==> config.mk <==
export PLATFORM = sky130hd
export DESIGN_NAME = play_key_graph
export DESIGN_NICKNAME = d
export VERILOG_FILES = /design/src/rtl/play_key_graph.sv
export SDC_FILE = /design/constraint.sdc
export NUM_CORES = 1
export LEC_CHECK = 0
export CELL_PAD_IN_SITES_DETAIL_PLACEMENT = 0
export CELL_PAD_IN_SITES_GLOBAL_PLACEMENT = 1
export CORE_MARGIN = 2
export CORE_UTILIZATION = 35
export DETAILED_ROUTE_END_ITERATION = 10
export PLACE_DENSITY_LB_ADDON = 0.1
export SLEW_MARGIN = 20
export SYNTH_ARGS = -nofsm -noshare
export SYNTH_HDL_FRONTEND = slang
export SYNTH_SLANG_ARGS = --single-unit
export TNS_END_PERCENT = 20
==> constraint.sdc <==
create_clock -name clk -period 3.1 [get_ports clk]
set_input_delay 0.465 -clock clk [delete_from_list [all_inputs] [get_ports clk]]
set_output_delay 0.465 -clock clk [all_outputs]
set_load 0.05 [all_outputs]
==> src/rtl/play_key_graph.sv <==
// -----------------------------------------------------------------------------
// play_key_graph
//   Draws a row of NUM_KEYS bordered note boxes on the VGA raster and
//   highlights the currently detected note. The highlight state only moves on
//   frame_tick, so a frame never shows two different highlight states. While
//   playback runs the highlight blinks. After detection drops, the highlight
//   stays on (in a different colour) for a hold period.
//   Pixel path latency is 2 clk. The caller delays hsync/vsync by 2 to match.
//
// Ports
//   clk          pixel clock
//   reset_n      asynchronous active-low reset
//   video_on     active display area
//   pix_x/pix_y  current pixel column / row (10 bit)
//   frame_tick   one-cycle pulse at start of vertical blank
//   sel_valid    a note is currently detected
//   sel_note     detected note index (4 bit)
//   play_active  playback running, enables blinking
//   graph_rgb    registered pixel colour {r,g,b}
//   hl_on        highlight state is not IDLE (registered)
//   hl_note      latched highlighted note index (registered)
// -----------------------------------------------------------------------------
module play_key_graph #(
   parameter int NUM_KEYS     = 7,
   parameter int X0           = 32,
   parameter int Y0           = 300,
   parameter int KEY_W        = 64,
   parameter int KEY_H        = 96,
   parameter int GAP          = 8,
   parameter int BORDER       = 2,
   parameter int BLINK_FRAMES = 15,
   parameter int HOLD_FRAMES  = 30
) (
   input  logic       clk,
   input  logic       reset_n,
   input  logic       video_on,
   input  logic [9:0] pix_x,
   input  logic [9:0] pix_y,
   input  logic       frame_tick,
   input  logic       sel_valid,
   input  logic [3:0] sel_note,
   input  logic       play_active,
   output logic [2:0] graph_rgb,
   output logic       hl_on,
   output logic [3:0] hl_note
);

   localparam int BW = (BLINK_FRAMES > 1) ? $clog2(BLINK_FRAMES) : 1;
   localparam int HW = (HOLD_FRAMES > 1) ? $clog2(HOLD_FRAMES) : 1;

   localparam logic [BW-1:0] BLINK_LAST = BW'(BLINK_FRAMES - 1);
   localparam logic [HW-1:0] HOLD_LAST  = HW'(HOLD_FRAMES - 1);

   // Geometry constants in 11 bits so right/bottom edges past 1023 do not wrap
   localparam logic [10:0] Y_TOP      = 11'(Y0);
   localparam logic [10:0] Y_BOT      = 11'(Y0 + KEY_H - 1);
   localparam logic [10:0] Y_IN_TOP   = 11'(Y0 + BORDER);
   localparam logic [10:0] Y_IN_BOT   = 11'(Y0 + KEY_H - 1 - BORDER);
   localparam logic [10:0] KEY_SPAN   = 11'(KEY_W - 1);
   localparam logic [10:0] BORDER_W   = 11'(BORDER);

   typedef enum logic [1:0] {
      IDLE = 2'b00,
      SHOW = 2'b01,
      HOLD = 2'b10
   } hl_state_t;

   // Left x of key idx
   function automatic logic [10:0] key_left(input int idx);
      return 11'(X0 + idx * (KEY_W + GAP));
   endfunction

   // ---------------------------------------------------------------- stage 1
   logic [10:0]         x_s;
   logic [10:0]         y_s;
   logic                y_in_s;
   logic                y_edge_s;
   logic [NUM_KEYS-1:0] hit_vec_s;
   logic [NUM_KEYS-1:0] xedge_vec_s;

   logic       video_on_q, video_on_d;
   logic       key_hit_q, key_hit_d;
   logic [3:0] key_idx_q, key_idx_d;
   logic       border_hit_q, border_hit_d;

   assign x_s      = {1'b0, pix_x};
   assign y_s      = {1'b0, pix_y};
   assign y_in_s   = (y_s >= Y_TOP) && (y_s <= Y_BOT);
   assign y_edge_s = (y_s < Y_IN_TOP) || (y_s > Y_IN_BOT);

   // Key hit test: keys never overlap, so at most one bit of hit_vec_s is set
   always_comb begin
      hit_vec_s   = '0;
      xedge_vec_s = '0;
      key_idx_d   = 4'd0;
      for (int i = 0; i < NUM_KEYS; i++) begin
         hit_vec_s[i]   = y_in_s && (x_s >= key_left(i)) &&
                          (x_s <= key_left(i) + KEY_SPAN);
         xedge_vec_s[i] = hit_vec_s[i] &&
                          ((x_s < key_left(i) + BORDER_W) ||
                           (x_s > key_left(i) + KEY_SPAN - BORDER_W));
         key_idx_d      = hit_vec_s[i] ? 4'(i) : key_idx_d;
      end
      video_on_d   = video_on;
      key_hit_d    = |hit_vec_s;
      border_hit_d = (|xedge_vec_s) || ((|hit_vec_s) && y_edge_s);
   end

   // Stage 1 pipeline register
   always_ff @(posedge clk or negedge reset_n) begin
      if (!reset_n) begin
         video_on_q   <= 1'b0;
         key_hit_q    <= 1'b0;
         key_idx_q    <= 4'd0;
         border_hit_q <= 1'b0;
      end else begin
         video_on_q   <= video_on_d;
         key_hit_q    <= key_hit_d;
         key_idx_q    <= key_idx_d;
         border_hit_q <= border_hit_d;
      end
   end

   // ------------------------------------------------------- highlight FSM
   hl_state_t       state_q, state_d;
   logic [3:0]      hl_note_q, hl_note_d;
   logic [BW-1:0]   blink_cnt_q, blink_cnt_d;
   logic            blink_phase_q, blink_phase_d;
   logic [HW-1:0]   hold_cnt_q, hold_cnt_d;
   logic            hl_on_q;
   logic            note_ok_s;
   logic [BW-1:0]   blink_step_cnt_s;
   logic            blink_step_phase_s;

   // Out-of-range notes are treated as no detection
   assign note_ok_s = sel_valid && (sel_note < 4'(NUM_KEYS));

   // One frame of blink progress; without playback the highlight is steady
   always_comb begin
      blink_step_cnt_s   = blink_cnt_q;
      blink_step_phase_s = blink_phase_q;
      if (play_active) begin
         if (blink_cnt_q == BLINK_LAST) begin
            blink_step_cnt_s   = {BW{1'b0}};
            blink_step_phase_s = ~blink_phase_q;
         end else begin
            blink_step_cnt_s   = blink_cnt_q + BW'(1);
            blink_step_phase_s = blink_phase_q;
         end
      end else begin
         blink_step_cnt_s   = {BW{1'b0}};
         blink_step_phase_s = 1'b1;
      end
   end

   // Next state: only frame_tick cycles may change anything
   always_comb begin
      state_d       = state_q;
      hl_note_d     = hl_note_q;
      blink_cnt_d   = blink_cnt_q;
      blink_phase_d = blink_phase_q;
      hold_cnt_d    = hold_cnt_q;
      if (frame_tick) begin
         case (state_q)
            IDLE: begin
               blink_cnt_d   = {BW{1'b0}};
               blink_phase_d = 1'b1;
               hold_cnt_d    = {HW{1'b0}};
               if (note_ok_s) begin
                  state_d   = SHOW;
                  hl_note_d = sel_note;
               end else begin
                  state_d   = IDLE;
               end
            end
            SHOW, HOLD: begin
               if (note_ok_s) begin
                  state_d = SHOW;
                  if (sel_note != hl_note_q) begin
                     hl_note_d     = sel_note;
                     blink_cnt_d   = {BW{1'b0}};
                     blink_phase_d = 1'b1;
                  end else begin
                     blink_cnt_d   = blink_step_cnt_s;
                     blink_phase_d = blink_step_phase_s;
                  end
               end else if (state_q == SHOW) begin
                  state_d       = HOLD;
                  hold_cnt_d    = {HW{1'b0}};
                  blink_cnt_d   = blink_step_cnt_s;
                  blink_phase_d = blink_step_phase_s;
               end else if (hold_cnt_q == HOLD_LAST) begin
                  // Back to IDLE with counters at their reset values
                  state_d       = IDLE;
                  hold_cnt_d    = {HW{1'b0}};
                  blink_cnt_d   = {BW{1'b0}};
                  blink_phase_d = 1'b1;
               end else begin
                  hold_cnt_d    = hold_cnt_q + HW'(1);
                  blink_cnt_d   = blink_step_cnt_s;
                  blink_phase_d = blink_step_phase_s;
               end
            end
            default: begin
               state_d       = IDLE;
               blink_cnt_d   = {BW{1'b0}};
               blink_phase_d = 1'b1;
               hold_cnt_d    = {HW{1'b0}};
            end
         endcase
      end else begin
         state_d = state_q;
      end
   end

   // Highlight state registers; hl_on tracks the registered state
   always_ff @(posedge clk or negedge reset_n) begin
      if (!reset_n) begin
         state_q       <= IDLE;
         hl_note_q     <= 4'd0;
         blink_cnt_q   <= {BW{1'b0}};
         blink_phase_q <= 1'b1;
         hold_cnt_q    <= {HW{1'b0}};
         hl_on_q       <= 1'b0;
      end else begin
         state_q       <= state_d;
         hl_note_q     <= hl_note_d;
         blink_cnt_q   <= blink_cnt_d;
         blink_phase_q <= blink_phase_d;
         hold_cnt_q    <= hold_cnt_d;
         hl_on_q       <= (state_d != IDLE);
      end
   end

   // ---------------------------------------------------------------- stage 2
   logic [2:0] graph_rgb_q, graph_rgb_d;

   // Colour priority: blanking, border, highlight, plain key, background
   always_comb begin
      graph_rgb_d = 3'b110;
      if (!video_on_q) begin
         graph_rgb_d = 3'b000;
      end else if (border_hit_q) begin
         graph_rgb_d = 3'b000;
      end else if (key_hit_q && hl_on_q && (key_idx_q == hl_note_q) && blink_phase_q) begin
         graph_rgb_d = (state_q == HOLD) ? 3'b101 : 3'b100;
      end else if (key_hit_q) begin
         graph_rgb_d = 3'b111;
      end else begin
         graph_rgb_d = 3'b110;
      end
   end

   // Stage 2 output register
   always_ff @(posedge clk or negedge reset_n) begin
      if (!reset_n) begin
         graph_rgb_q <= 3'b000;
      end else begin
         graph_rgb_q <= graph_rgb_d;
      end
   end

   assign graph_rgb = graph_rgb_q;
   assign hl_on     = hl_on_q;
   assign hl_note   = hl_note_q;

endmodule

# ---- Word-level counts from Yosys, hierarchy flattened
# Index checks and enable logic that the tools add are counted.
dict set report totals {
  ff_bits 26
  latchBits 0
  ram_bits 0
  rom_bits 0
  input_bits 30
  output_inout_bits 8
  word_cells 140
  mem_count 0
}
dict set report classes {
  add_sub_neg 2
  mul 0
  div_mod_pow 0
  order_cmp 33
  eq_ne 10
  shift 0
  mux 39
  n_bitwise 1
  n_reduce_logical 44
}
# operator n
set op_table {}
lappend op_table {{$ge A10 B9 Y1 const B} 4}
lappend op_table {{$gt A10 B9 Y1 const B} 4}
lappend op_table {{$le A10 B9 Y1 const B} 4}
lappend op_table {{$lt A10 B9 Y1 const B} 4}
lappend op_table {{$mux W4} 10}
lappend op_table {{$logic_and A1 B1 Y1} 27}
lappend op_table {{$ge A10 B8 Y1 const B} 2}
lappend op_table {{$gt A10 B8 Y1 const B} 2}
lappend op_table {{$le A10 B8 Y1 const B} 2}
lappend op_table {{$lt A10 B8 Y1 const B} 2}
lappend op_table {{$mux W5} 4}
lappend op_table {{$mux W3} 5}
lappend op_table {{$mux W2} 7}
lappend op_table {{$reduce_or A7 Y1} 2}
lappend op_table {{$mux W1} 11}
lappend op_table {{$ge A10 B6 Y1 const B} 1}
lappend op_table {{$ge A10 B7 Y1 const B} 1}
lappend op_table {{$gt A10 B10 Y1 const B} 1}
lappend op_table {{$gt A10 B7 Y1 const B} 1}
lappend op_table {{$le A10 B10 Y1 const B} 1}
lappend op_table {{$le A10 B7 Y1 const B} 1}
lappend op_table {{$lt A10 B6 Y1 const B} 1}
lappend op_table {{$lt A10 B7 Y1 const B} 1}
lappend op_table {{$logic_or A1 B1 Y1} 9}
lappend op_table {{other kinds (18)} 22}

# ---- Depth between registers and ports, before layout
# Gate-level depths: netlist of run 1.
dict set report logic_depth {
  word_depth 10
  mapped_depth 8
  depth_no_buf 8
}

# ---- Least setup slack after synthesis of run 1
# Ideal clock, no wire load.
dict set report synth_timing {
  path_type {input port to flip-flop}
  startpoint {input port pix_x[4]}
  endpoint {register border_hit_q}
  setup_time_ns 0.078
  t_arrival_ns 1.781
  required_ns 3.022
  setup_slack_ns 1.241
  cell_stages 7
  n_path_buf 2
  path_cell_list {buf_6 > or2_1 > buf_6 > o32a_1 > o22a_1 > o311a_1 > o2bb2ai_1}
}
dict set report synth_between {
  elab_chain_cells 6
  word_cells_on_any_way 60
  cone_classes {order compare (28); reduce/logical (32)}
}
# item line
set synth_lines {}
lappend synth_lines {{start, declared} 37} ;# input logic [9:0] pix_x,
lappend synth_lines {{$ge A10 B6 Y1 (tied with other cells)} 97} ;# hit_vec_s[i] = y_in_s && (x_s >= key_left(i)) &&
lappend synth_lines {{$logic_and A1 B1 Y1 (2 in series)} 97}
lappend synth_lines {{$logic_and A1 B1 Y1 / $reduce_or A7 Y1 (equally long branches)} {99, 106}}
lappend synth_lines {{$reduce_or A7 Y1 / $logic_and A1 B1 Y1 (equally long branches)} 106} ;# border_hit_d = (|xedge_vec_s) || ((|hit_vec_s) && y_edge_s);
lappend synth_lines {{$logic_or A1 B1 Y1 *} 106}
lappend synth_lines {{named net border_hit_d} 84} ;# logic border_hit_q, border_hit_d;
lappend synth_lines {{end signal, assigned} 120} ;# border_hit_q <= border_hit_d;
lappend synth_lines {{end, declared} 84}
# The timed path passes the listed nets; every way through them passes the cells marked *.
# A chain may end at the register's enable or synchronous reset.

# ---- Worst setup path after layout of run 1
dict set report layout_timing {
  startpoint {input port pix_x[7]}
  endpoint {register border_hit_q}
}
# The elaborated chain is that of the path after synthesis.

==> results by group, run 1 <==
Placement
  – DP HPWL: 3183 µm
  – Final GP Congestion: 0.7498
  – Placement Setup Slack: 0.5867 ns
  – Port bufs: 35

Clock tree
  – Post-CTS setup buffers: 0
  – Cells resized by post-CTS repair: 0
  – CTS tree: yes
  – Clock buffer depth: 2
  – Skew-Pair Late Insertion Delay: approximately 0.27 ns
  – H-tree levels: 1
  – Hold_buf cts: 0
  – CTS Buf Count: 3
  – Clk slew on worst S/H paths: 0.09 ns
  – CTS Sinks: 26
  – CTS root buf: clkbuf_8

Logic synthesis
  – Post-Synthesis Cells: about 210
  – Syn_nets: approximately 250
  – Commonest cells in the netlist: dfrtp_1 (25), nor2_1 (21), nand2_1 (19)
  – Number of synthesized flops with an enable pin: 0
  – Top-area cell type share of the netlist area: 0.3420
  – Post-Syn Area: 1829 µm²
  – #FFs+latches synth: 26
  – Synth unique cells: 49
  – Top-count cell post-synth: dfrtp_1
  – Area contributors post-synth: dfrtp_1 (34%), ha_1 (5.5%), nor2_1 (4.3%)
  – Average size of a mapped cell: 8.548 µm²
  – Area leader, netlist: dfrtp_1
  – Main synth FF type: dfrtp_1
  – Ys Warns: 0
  – Post-synthesis sequential area ratio: 0.3564
  – Async SR Flop Fraction: 1.000

Job
  – Max cap viols: 0

Worst hold path
  – Hold WC Path Type: reg2reg
  – Hold Path Depth: 1

Drt
  – Vias per inst: 5.187
  – Drt total wl: 4142 µm
  – Initial drt markers: 67
  – Vias: 1639
  – WL per Instance: 13.11 µm
  – Pre-Repair DR Iteration Count: 4
  – DRC: 0
  – Routed Antenna Nets: 0

Cells and area
  – Ant diodes: 0
  – Area growth from synthesis to layout: 26.27%
  – Fill count: 532
  – Layout cells sized above 1: 0.07317
  – Final nets: approximately 290

Global routing
  – GRT Overall Usage: 0.1445
  – Number of global-route vias before repair: 1552
  – GRT Residual Overflow: 0
  – Largest net degree at the start of global routing: 27
  – Initial antenna violation count: 0
  – First-pass GRT wire length: around 7100 µm

Worst setup path
  – Critical path's slowest cell: clkdlybuf4s50_1
  – Number of cells on the critical path: 7
  – Worst path cell trace: clkdlybuf4s50_1 -> nand2_1 -> or4b_1 -> a211oi_1 -> a211oi_1 -> o311a_1 -> o2bb2ai_1
  – Critical Path AT: 2.44 ns
  – Element type at the critical path end: flop
  – CP Launch Type: input port
  – WP buf/inv: 1
  – Most frequent cell on the critical path: a211oi_1
  – Req. time, crit path: 3.30 ns
  – CP max stage delay: about 0.74 ns
  – Reg2Reg Depth: 7
  – Delay-heaviest family, CP: buffers and inverters
  – Peak fanout along the critical path: 13
  – Kind of critical path: in2reg

Floorplanning
  – Starting Density: 0.3605
  – Chip width: 76.30 µm
  – Std-Cell Rows: 26
  – Die height: 76.30 µm
  – Io pins: 38
  – Core Area: just over 5000 µm²
  – Die area: a little under 6000 µm²

Timing
  – Fin crit share: 0.7226
  – Setup-violating endpoint count in the final report: 0
  – Setup TNS: 0 ns
  – Max Clock Freq: 446.4 MHz
  – Worst Setup Slack, final: 0.8600 ns
  – Slew at the pin with the worst max-slew slack: 0.5048 ns
  – Slew headroom: 0.6624
  – Final Max Tran Viols: 0
  – Clock skew: 0.003997 ns
  – RSZ-0062 raised after global routing: false
  – Fin crit period: 2.240 ns
  – Final hold violation count: 0

Power
  – P_leak: 0.0009248 µW
  – Power per cell area: 440.6 nW/µm²
  – Worst VDD drop: 0.0001776 V

Run status
  – Status: completed
## logic make-up (layout without fill, tap and decap cells)
group | Yosys count | after routing | synth area share
AO/OA/AOI/OAI | 51 | 51 | 0.1799
flip-flops | 26 | 26 | 0.3564
buffers and inverters | 21 | 53 | 0.05471
adder cells (fa/ha/maj) | 8 | 8 | 0.05472
multiplexers | 6 | 6 | 0.03625
XOR/XNOR | 7 | 7 | 0.03352
AND/OR/NAND/NOR | 95 | 95 | 0.2845
## where the power goes
part | internal, µW | switching [µW] | total (µW)
combinational | 141 | 188 | 329
clock | 173 | 108 | 280
sequential | 371 | 38.0 | 409
## registers in the layout, summed over array words and instances (netlist names)
name and count:
blink_cnt_q 4, blink_phase_q 1, border_hit_q 1, graph_rgb 3, hl_note 4, hl_on 1
hold_cnt_q 5, key_hit_q 1, key_idx_q 3, state_q 2, video_on_q 1
## metal layers
metal | routed length (µm) | share of wire | global-route usage
met5 | 0 | 0 | 0
met4 | 36 | 0.0087 | 0.04909
met3 | 87 | 0.021 | 0.01066
met2 | 2204 | 0.53 | 0.2708
met1 | 1813 | 0.44 | 0.1734
## cell usage in the layout (no fill, tap or decap), drive strengths merged, types with 8 or more instances in the layout
cell type and n:
ha 8, nand2 19, a21oi 12, dfrtp 25, o21ai 14, nor3 9, inv 9, nor2 21
clkdlybuf4s50 35, nand3 10
## final timing paths
path	slack (ns)	to	start
max in group asynchronous	2.25	blink_phase_q	reset_n
setup / recovery	0.86	border_hit_q	pix_x[7]
hold / removal	0.43	graph_rgb[2]	border_hit_q
min in group asynchronous	0.56	video_on_q	reset_n
hold reg to reg	0.43	graph_rgb[2]	border_hit_q
setup reg to reg	1.08	hl_on	state_q[1]
## through the flow
step	hold WS (ns)	total power (µW)	instance area [µm²]	cells	utilization
global route	0.4669	1078	2310	316	0.4551
CTS	0.4294	1034	2310	316	0.4551
global placement	0.4195	747.8	2238	312	0.4411
finish	0.4264	1018	2310	316	0.4551
detailed placement	0.4140	747.0	2238	312	0.4411
floorplan	0.1694	622.1	1829	214	-
## layout make-up
type / count / area, µm² / area share
Timing Repair Buffer: 40 / 387.9 / 0.1679
Tap cell: 70 / 87.58 / 0.03792
Sequential cell: 26 / 651.9 / 0.2822
Multi-Input combinational cell: 167 / 1077 / 0.4664
Clock buffer: 3 / 41.29 / 0.01788
Clock inverter: 1 / 30.03 / 0.01300
Inverter: 9 / 33.78 / 0.01463
Power figures use the tool's default switching activity.
==> inputs of run 2 (changes only) <==
CORE_UTILIZATION = 34   (was 35)
clock period = 2 ns   (was 3.1 ns; I/O delays follow)
==> results by group, run 2 (same netlist as run 1, synthesis figures left out) <==
Power
  – Overall power: 1645 µW (+62%)
  – Power per cell area: 632.1 nW/µm² (+43%)
  – P_leak: 0.001117 µW (+21%)
  – Worst VDD drop: 0.0003254 V (+83%)

Timing
  – Final hold violation count: 0 (unchanged)
  – Fin crit share: 0.9319
  – Slew headroom: 0.6627 (about the same)
  – Final hold slack: 0.3841 ns (-0.04232 ns)
  – Setup-violating endpoint count in the final report: 0 (unchanged)
  – Final Max Tran Viols: 0 (unchanged)
  – Clock skew: 0.005846 ns (+0.001849 ns)
  – Fin crit period: 1.864 ns
  – Slew at the pin with the worst max-slew slack: 0.5043 ns (-0.0005302 ns)
  – Worst Setup Slack, final: 0.1361 ns (-0.7239 ns)
  – Max Clock Freq: 536.5 MHz
  – Setup TNS: 0 ns (unchanged)
  – RSZ-0062 raised after global routing: true

Worst setup path
  – Critical path's slowest cell: clkdlybuf4s50_1
  – WP buf/inv: 1 (unchanged)
  – Delay-heaviest family, CP: buffers and inverters
  – Element type at the critical path end: output pin
  – Critical Path AT: 1.56 ns (-0.88 ns)
  – Worst path cell trace: clkdlybuf4s50_1
  – CP max stage delay: 0.84 ns (+0.10 ns)
  – Req. time, crit path: 1.70 ns (-1.60 ns)
  – Kind of critical path: reg2out
  – Peak fanout along the critical path: 4 (-9)
  – CP Launch Type: flop
  – Worst R2R Setup Slack: 0.22 ns (-0.86 ns)

Floorplanning
  – Starting Density: 0.3559 (-0.004563)
  – Io pins: 38 (unchanged)
  – Std-Cell Rows: 26 (unchanged)
  – Die height: 77.35 µm (+1.4%)
  – Chip width: 77.35 µm (+1.4%)
  – Die area: 5983 µm² (+2.8%)
  – Core Area: 5140 µm² (+1.3%)

Clock tree
  – H-tree levels: 1 (unchanged)
  – CTS root buf: clkbuf_8
  – Clk slew on worst S/H paths: 0.09 ns (about the same)
  – Skew-Pair Late Insertion Delay: 0.27 ns (about the same)
  – CTS tree: yes
  – CTS Buf Count: 3 (unchanged)
  – Hold_buf cts: 0 (unchanged)
  – Clock buffer depth: 2 (unchanged)
  – Post-CTS setup buffers: 0 (unchanged)
  – CTS Sinks: 26 (unchanged)
  – Cells resized by post-CTS repair: 0 (unchanged)

Global routing
  – Largest net degree at the start of global routing: 27 (unchanged)
  – GRT Residual Overflow: 0 (unchanged)
  – First-pass GRT wire length: 7541 µm (+6.7%)
  – Number of global-route vias before repair: 1658 (+6.8%)
  – Initial antenna violation count: 0 (unchanged)
  – GRT Overall Usage: 0.1540 (+0.009434)

Cells and area
  – Area growth from synthesis to layout: 42.27%
  – Fill count: 513 (-3.6%)
  – Ant diodes: 0 (unchanged)
  – Most frequent cells in the layout: buf_4 (43), clkdlybuf4s50_1 (34), dfrtp_1 (25), nor2_1 (21), nand2_1 (19)
  – Finished Layout Cells: 354 (+12%)
  – Final nets: 323 (+13%)
  – Layout cells sized above 1: 0.2007 (+0.1275)
  – Largest Register: hold_cnt_q
  – Most common cell after layout, fill and taps aside: buf_4
  – Largest register FFs: 5 (unchanged)

Drt
  – Pre-Repair DR Iteration Count: 4 (unchanged)
  – Routed Antenna Nets: 0 (unchanged)
  – WL per Instance: 12.60 µm (-3.8%)
  – Vias per inst: 5.003 (-3.5%)
  – DRC: 0 (unchanged)
  – Vias: 1771 (+8.1%)
  – Initial drt markers: 39 (-42%)
  – Drt total wl: 4462 µm (+7.7%)

Run status
  – Status: completed

Placement
  – DP HPWL: 3581 µm (+12%)
  – Final GP Congestion: 0.8000 (+6.7%)
  – Placement Setup Slack: -0.2152 ns (-0.8019 ns)
  – DP Cell Count: 350 (+12%)
  – Port bufs: 35 (unchanged)

Job
  – Max cap viols: 0 (unchanged)

Worst hold path
  – Hold WC Path Type: in2async
[run 2: changes by cell type in the layout (fill, tap and decap cells not counted)]
| cell | previous run | this run |
|---|---|---|
| a211oi_2 | 0 | 1 |
| clkdlybuf4s50_1 | 35 | 34 |
| dlymetal6s2s_1 | 0 | 1 |
| a211oi_1 | 4 | 3 |
| buf_4 | 5 | 43 |
[run 2: per-layer routing]
metal | track usage | part of all wire | vias to the layer above
met2 | 0.2739 | 0.51 | 14
met4 | 0.05357 | 0.0076 | 0
met1 | 0.1940 | 0.47 | 827
li1 | - | - | 928
met3 | 0.01512 | 0.013 | 2
met5 | 0 | 0 | -
[run 2: worst paths after layout]
kind	start	to	cells after the start
setup / recovery	hl_note[0]	hl_note[0]	1
hold / removal	reset_n	hl_note[0]	2
setup reg to reg	state_q[0]	hl_on	7
hold reg to reg	border_hit_q	graph_rgb[2]	1
max in group asynchronous	reset_n	blink_phase_q	2
min in group clk	border_hit_q	graph_rgb[2]	1
[run 2: area by class of cell]
class / instances / area (µm²) / area share
Tap cell: 70 / 87.58 / 0.03365
Inverter: 9 / 33.78 / 0.01298
Timing Repair Buffer: 78 / 675.6 / 0.2596
Clock buffer: 3 / 41.29 / 0.01587
Clock inverter: 1 / 30.03 / 0.01154
Sequential cell: 26 / 651.9 / 0.2505
Multi-Input combinational cell: 167 / 1082 / 0.4159
[run 2: metrics by stage]
| stage | cell area, µm² | utilization |
|---|---|---|
| 2_1_floorplan | 1829 | - |
| 3_5_place_dp | 2524 | 0.4910 |
| 5_1_grt | 2603 | 0.5063 |
| 6_report | 2603 | 0.5063 |
| 4_1_cts | 2595 | 0.5049 |
| 3_3_place_gp | 2524 | 0.4910 |
[run 2: report_power, final]
part	switching (µW)	total, µW	leakage [µW]	internal [µW]
Combinational	309	581	0.000738	273
Clock	165	433	0.0000357	268
Sequential	56.1	631	0.000343	575
Total	530	1650	0.00112	1120
